### config.mk
export PLATFORM = sky130hd
export DESIGN_NAME = branch_resolve_unit
export DESIGN_NICKNAME = d
export VERILOG_FILES = /design/src/rtl/branch_resolve_unit_pkg.sv /design/src/rtl/branch_resolve_unit_pred_fifo.sv /design/src/rtl/branch_resolve_unit.sv
export SDC_FILE = /design/constraint.sdc
export NUM_CORES = 1
export LEC_CHECK = 0
export BUFFER_PORTS_ARGS = -buffer_cell sky130_fd_sc_hd__buf_2
export CAP_MARGIN = 20
export CORE_UTILIZATION = 30
export DETAILED_ROUTE_END_ITERATION = 10
export PLACE_DENSITY = 0.53
export SETUP_SLACK_MARGIN = 0.3
export SYNTH_ARGS = -nofsm -noshare
export SYNTH_HDL_FRONTEND = slang
export SYNTH_SLANG_ARGS = --single-unit
### constraint.sdc
create_clock -name clk -period 6.1 [get_ports clk]
set_input_delay 0.305 -clock clk [delete_from_list [all_inputs] [get_ports clk]]
set_output_delay 0.305 -clock clk [all_outputs]
set_load 0.03 [all_outputs]
### src/rtl/branch_resolve_unit_pkg.sv
// Shared sizes and state encoding for the branch resolve unit.
package branch_resolve_unit_pkg;

    // Default address width and prediction-queue sizing, kept in step with the BLT.
    localparam int BRU_ADDR_WIDTH = 16;
    localparam int BRU_DEPTH      = 8;
    localparam int BRU_DEPTH_LOG2 = 3;

    // Occupancy state of the prediction queue.
    typedef enum logic [1:0] {
        ST_IDLE  = 2'd0,
        ST_TRACK = 2'd1,
        ST_FULL  = 2'd2
    } bru_state_t;

endpackage

### src/rtl/branch_resolve_unit_pred_fifo.sv
// In-order store of fetch-time predictions {pc, taken, target}.
// A clear input empties the queue in one edge for mispredict recovery.
module branch_resolve_unit_pred_fifo #(
    parameter int W          = 33,
    parameter int DEPTH      = 8,
    parameter int DEPTH_LOG2 = 3
) (
    input  logic                  clk,
    input  logic                  reset,
    input  logic                  clear,
    input  logic                  wr_en,
    input  logic [W-1:0]          wr_data,
    input  logic                  rd_en,
    output logic [W-1:0]          rd_data,
    output logic [DEPTH_LOG2:0]   count
);

    logic [W-1:0]          mem [DEPTH];
    logic [DEPTH_LOG2-1:0] wr_ptr;
    logic [DEPTH_LOG2-1:0] rd_ptr;

    // Pointer and occupancy bookkeeping; clear and reset both empty the queue.
    always_ff @(posedge clk) begin
        if (reset || clear) begin
            wr_ptr <= '0;
            rd_ptr <= '0;
            count  <= '0;
        end else begin
            if (wr_en) wr_ptr <= wr_ptr + 1'b1;
            if (rd_en) rd_ptr <= rd_ptr + 1'b1;
            case ({wr_en, rd_en})
                2'b10:   count <= count + 1'b1;
                2'b01:   count <= count - 1'b1;
                default: count <= count;
            endcase
        end
    end

    // Entry storage; contents are don't-care after reset, so no reset here.
    always_ff @(posedge clk) begin
        if (wr_en) mem[wr_ptr] <= wr_data;
    end

    assign rd_data = mem[rd_ptr];

endmodule

### src/rtl/branch_resolve_unit.sv
// Branch resolve unit: checks each fetch-time prediction against the executed
// outcome in program order, trains the BLT, and redirects fetch on a mispredict.
module branch_resolve_unit
    import branch_resolve_unit_pkg::*;
#(
    parameter int ADDR_WIDTH = BRU_ADDR_WIDTH,
    parameter int DEPTH      = BRU_DEPTH,
    parameter int DEPTH_LOG2 = BRU_DEPTH_LOG2
) (
    input  logic                  clk,
    input  logic                  reset,
    input  logic                  push,
    input  logic [ADDR_WIDTH-1:0] push_pc,
    input  logic                  push_taken,
    input  logic [ADDR_WIDTH-1:0] push_target,
    output logic                  full,
    output logic [DEPTH_LOG2:0]   count,
    input  logic                  resolve,
    input  logic [ADDR_WIDTH-1:0] resolve_pc,
    input  logic                  resolve_taken,
    input  logic [ADDR_WIDTH-1:0] resolve_target,
    output logic                  blt_write,
    output logic [ADDR_WIDTH-1:0] blt_write_key,
    output logic [ADDR_WIDTH-1:0] blt_write_val,
    output logic                  blt_hit,
    output logic                  flush,
    output logic [ADDR_WIDTH-1:0] flush_pc,
    output logic                  error
);

    localparam int                ENTRY_W   = 2 * ADDR_WIDTH + 1;
    localparam logic [DEPTH_LOG2:0] DEPTH_CNT = (DEPTH_LOG2 + 1)'(DEPTH);

    // Corrected fetch address: the real target if taken, else the fall-through.
    function automatic logic [ADDR_WIDTH-1:0] redirect_pc(
        input logic                  taken,
        input logic [ADDR_WIDTH-1:0] target,
        input logic [ADDR_WIDTH-1:0] pc
    );
        return taken ? target : pc + 1'b1;
    endfunction

    bru_state_t            state;
    bru_state_t            state_next;
    logic [DEPTH_LOG2:0]   count_next;
    logic                  empty;

    logic [ENTRY_W-1:0]    head;
    logic [ADDR_WIDTH-1:0] head_pc;
    logic                  head_taken;
    logic [ADDR_WIDTH-1:0] head_target;

    logic                  pop;
    logic                  pc_mismatch;
    logic                  mispredict;
    logic                  do_flush;
    logic                  train;
    logic                  push_ok;
    logic                  overflow;
    logic                  err_next;

    assign {head_pc, head_taken, head_target} = head;

    assign full  = (state == ST_FULL);
    assign empty = (state == ST_IDLE);

    // Resolve decision for the oldest prediction, all derived from the head entry.
    always_comb begin
        pop         = resolve & ~empty;
        pc_mismatch = pop & (head_pc != resolve_pc);
        mispredict  = (head_taken != resolve_taken) |
                      (resolve_taken & (head_target != resolve_target));
        do_flush    = pop & (pc_mismatch | mispredict);
        train       = pop & ~pc_mismatch;
        // A push in the same cycle as a redirect is on the wrong path and is dropped silently.
        push_ok     = push & (~full | pop) & ~do_flush;
        overflow    = push & full & ~pop;
        err_next    = (resolve & empty) | overflow | pc_mismatch;
    end

    branch_resolve_unit_pred_fifo #(
        .W          (ENTRY_W),
        .DEPTH      (DEPTH),
        .DEPTH_LOG2 (DEPTH_LOG2)
    ) u_pred_fifo (
        .clk     (clk),
        .reset   (reset),
        .clear   (do_flush),
        .wr_en   (push_ok),
        .wr_data ({push_pc, push_taken, push_target}),
        .rd_en   (pop),
        .rd_data (head),
        .count   (count)
    );

    // Occupancy state register.
    always_ff @(posedge clk) begin
        if (reset) state <= ST_IDLE;
        else       state <= state_next;
    end

    // Next occupancy and state, tracking the queue count edge for edge.
    always_comb begin
        count_next = count;
        state_next = state;
        if (do_flush)            count_next = '0;
        else if (push_ok && !pop) count_next = count + 1'b1;
        else if (!push_ok && pop) count_next = count - 1'b1;

        if (do_flush || count_next == '0) state_next = ST_IDLE;
        else if (count_next == DEPTH_CNT)  state_next = ST_FULL;
        else                               state_next = ST_TRACK;
    end

    // Registered outputs: strobes pulse for one cycle, payloads hold until the next strobe.
    always_ff @(posedge clk) begin
        if (reset) begin
            blt_write     <= 1'b0;
            blt_write_key <= '0;
            blt_write_val <= '0;
            blt_hit       <= 1'b0;
            flush         <= 1'b0;
            flush_pc      <= '0;
            error         <= 1'b0;
        end else begin
            blt_write <= train;
            flush     <= do_flush;
            error     <= err_next;
            if (train) begin
                blt_write_key <= resolve_pc;
                blt_write_val <= resolve_target;
                blt_hit       <= resolve_taken;
            end
            if (do_flush) begin
                flush_pc <= redirect_pc(resolve_taken, resolve_target, resolve_pc);
            end
        end
    end

endmodule

==> results.txt <==
Status = completed
Post-CTS Setup Repair Bufs = 0
RSZ-0062 raised after global routing = false
1st-pass router iterations = 5
Synthesis-stage register bit count = 331
Setup_tns = 0 ns
Die width = 213 um
PortBufs = 126
Clock sink count = 331
Avg Cell Area, Syn = 16.4 sq um
Yosys cell types = 51
Worst Skew = 0.0255 ns
Vias post-DR = 7410
Starting Density = 30.4%
Worst EP required = 6.32 ns
Static leakage = 5.63 nW
Crit start category = register
Total power = 5.53 mW
H-tree lvl count = 2
Part of the cycle the worst path needs = 78.9%
Clock root cell = clkbuf_16
Max Clock Freq = 208 MHz
Syn. warnings = 0
Clk slew on worst S/H paths = 0.06 ns
Via-to-Cell Ratio = 4.70
Row cnt = 77
Syn Nets = 895
Maximum clock path buffer count = 3
Worst hold path type = input port to register
DR iter-0 viols = 429
HPWL after DPL = 21800 um
Top_reg_cell synth = edfxtp_1
Detail Route Antenna Nets = 0
CTS tree = done
FFs w/ async S/R, synth = 0%
Rel. slew slack = 29.5%
Antenna violations before repair = 6
Core area = 44100 sq um
Synth-to-Final Area Change = 19.0%
Fin crit period = 4.81 ns
Crit path capture type = register
Post-Syn Area = 13400 sq um
Number of synthesized flops with an enable pin = 264
Vias in the first global route = 7375
Mapped Cells = 818
Total grt overflow = 0
Peak VDD IR = 0.000179 V
Largest net degree at the start of global routing = 56
Max FO, Critical Path = 46
Nets@finish = 1033
Max-Cap Viols = 0
Die area = 45600 sq um
Final setup violation count = 0
GPL Wtd Cong = 0.743
Max Slew Vio Count = 0
Post-synthesis sequential area ratio = 69.1%
Layout cells sized above 1 = 26.1%
Io pins = 127
Hold Buf Count CTS = 0
Avg WL per Cell = 20.5 um
Post-CTS sizing = 0
Worst Tran Pin Value = 1.06 ns
CP Class = register to register
Final Hold Vio Count = 0
Drc violations = 0
Critical path arrival = 5.03 ns
Power density cells = 346 nW/um^2
Global-route wire length before repair = 47100 um
Chip height = 213 um
TritonCTS Buffers = 37
Worst-skew pair later-pin latency = 0.54 ns
Global Route Usage Sum = 14.1%
Total Routed Length = 32300 um
-- routing by layer --
metal	vias up	routed length, um	GRT usage [%]
li1	3441	-	-
met1	3704	15300	19.8
met2	205	14400	22.0
met3	52	2070	3.57
met4	8	485	3.15
met5	-	40	0
-- critical path, stage by stage (launching register included) --
cell	delay (ns)
dfxtp_4	0.81
buf_12	0.32
mux2i_1	0.13
a22o_1	0.24
a221oi_1	0.67
xor2_1	0.20
nor4_1	0.35
and3_1	0.36
a21oi_2	0.12
nor3b_1	0.38
and3b_2	0.60
buf_12	0.24
-- registers in the layout (all words and copies together) (netlist names), named ones only --
register,flops
blt_write_val,16
u_pred_fifo.mem,264
u_pred_fifo.rd_ptr,3
error,1
flush_pc,16
u_pred_fifo.count,4
blt_write_key,16
state,2
blt_hit,1
u_pred_fifo.wr_ptr,3
blt_write,1
flush,1
-- cell usage after synthesis, types with 2 or more instances --
library cell,number,area [sq um]
a211oi_1,6,45.0
a21oi_1,5,25.0
a221oi_1,9,78.8
a22o_1,10,87.6
and2_1,3,18.8
and3_1,6,37.5
and3b_1,5,43.8
buf_1,2,7.51
buf_12,2,40.0
buf_2,13,65.1
buf_4,6,45.0
buf_6,4,45.0
clkbuf_1,15,56.3
dfxtp_1,67,1340
edfxtp_1,264,7930
ha_1,7,87.6
inv_1,5,18.8
mux2_2,11,124
mux2i_1,109,1090
mux4_1,4,105
mux4_2,36,811
nand2_1,35,131
nand2b_1,5,31.3
nand3_1,7,35.0
nand4_1,6,37.5
nor2_1,68,255
nor2b_1,5,31.3
nor3b_1,3,22.5
nor4_1,4,25.0
o21a_1,2,15.0
o21ai_0,20,100
o22ai_1,6,37.5
or3_1,3,18.8
xnor2_1,23,201
xor2_1,26,228
-- path summary, 6_finish.rpt --
path,slack (ns),cells past startpoint,startpoint,end
setup reg to reg,1.29,11,register,u_pred_fifo.mem[3][5]
hold reg to reg,0.47,2,u_pred_fifo.rd_ptr[1],register
hold / removal,0.04,1,push_pc[4],u_pred_fifo.mem[4][21]
setup / recovery,1.29,11,register,u_pred_fifo.mem[3][5]
-- kinds of logic (layout without fill, tap and decap cells) --
family,Yosys count,after routing,synth area share (%)
AO/OA/AOI/OAI,69,69,3.67
XOR/XNOR,49,49,3.20
adder cells (fa/ha/maj),7,7,0.653
buffers and inverters,47,211,2.07
flip-flops,331,331,69.1
multiplexers,160,160,15.9
other,0,1,0
AND/OR/NAND/NOR,155,155,5.43
-- final cells by class --
cell class | count | area (sq um)
antenna | 1 | 2.50
clock buffer | 49 | 1010
clock inverter | 16 | 180
fill | 4236 | 28200
inverter | 5 | 18.8
multi-input combinational | 440 | 3890
sequential | 331 | 9280
tap | 592 | 741
timing repair buffer | 141 | 831
-- cells in the final DEF, fill, tap and decap left out, types with 9 or more instances in the layout --
cell type / synthesis / final
edfxtp_1: 264 / 264
buf_2: 13 / 126
mux2i_1: 109 / 109
nor2_1: 68 / 68
dfxtp_1: 67 / 64
clkbuf_16: 0 / 39
mux4_2: 36 / 36
nand2_1: 35 / 34
xor2_1: 26 / 26
xnor2_1: 23 / 23
o21ai_0: 20 / 20
mux2_2: 11 / 11
a22o_1: 10 / 10
a221oi_1: 9 / 9
clkbuf_1: 15 / 9
-- per-stage QoR --
stage	instance area, sq um	hold slack [ns]	utilization (%)	setup WS, ns	std cells
3_5_place_dp	14800	0.469	33.4	1.30	1509
6_report	16000	0.0414	36.2	1.29	1575
4_1_cts	16000	0.0167	36.2	1.27	1574
2_1_floorplan	13400	0.404	-	0.549	818
5_1_grt	16000	0.0353	36.2	1.05	1574
3_3_place_gp	14800	0.455	33.4	1.35	1509
-- power by group --
group          switching [mW]  internal, mW
Sequential             0.0725          2.55
Combinational           0.442         0.286
Clock                   0.870          1.30
(Power assumes the default switching activity.)
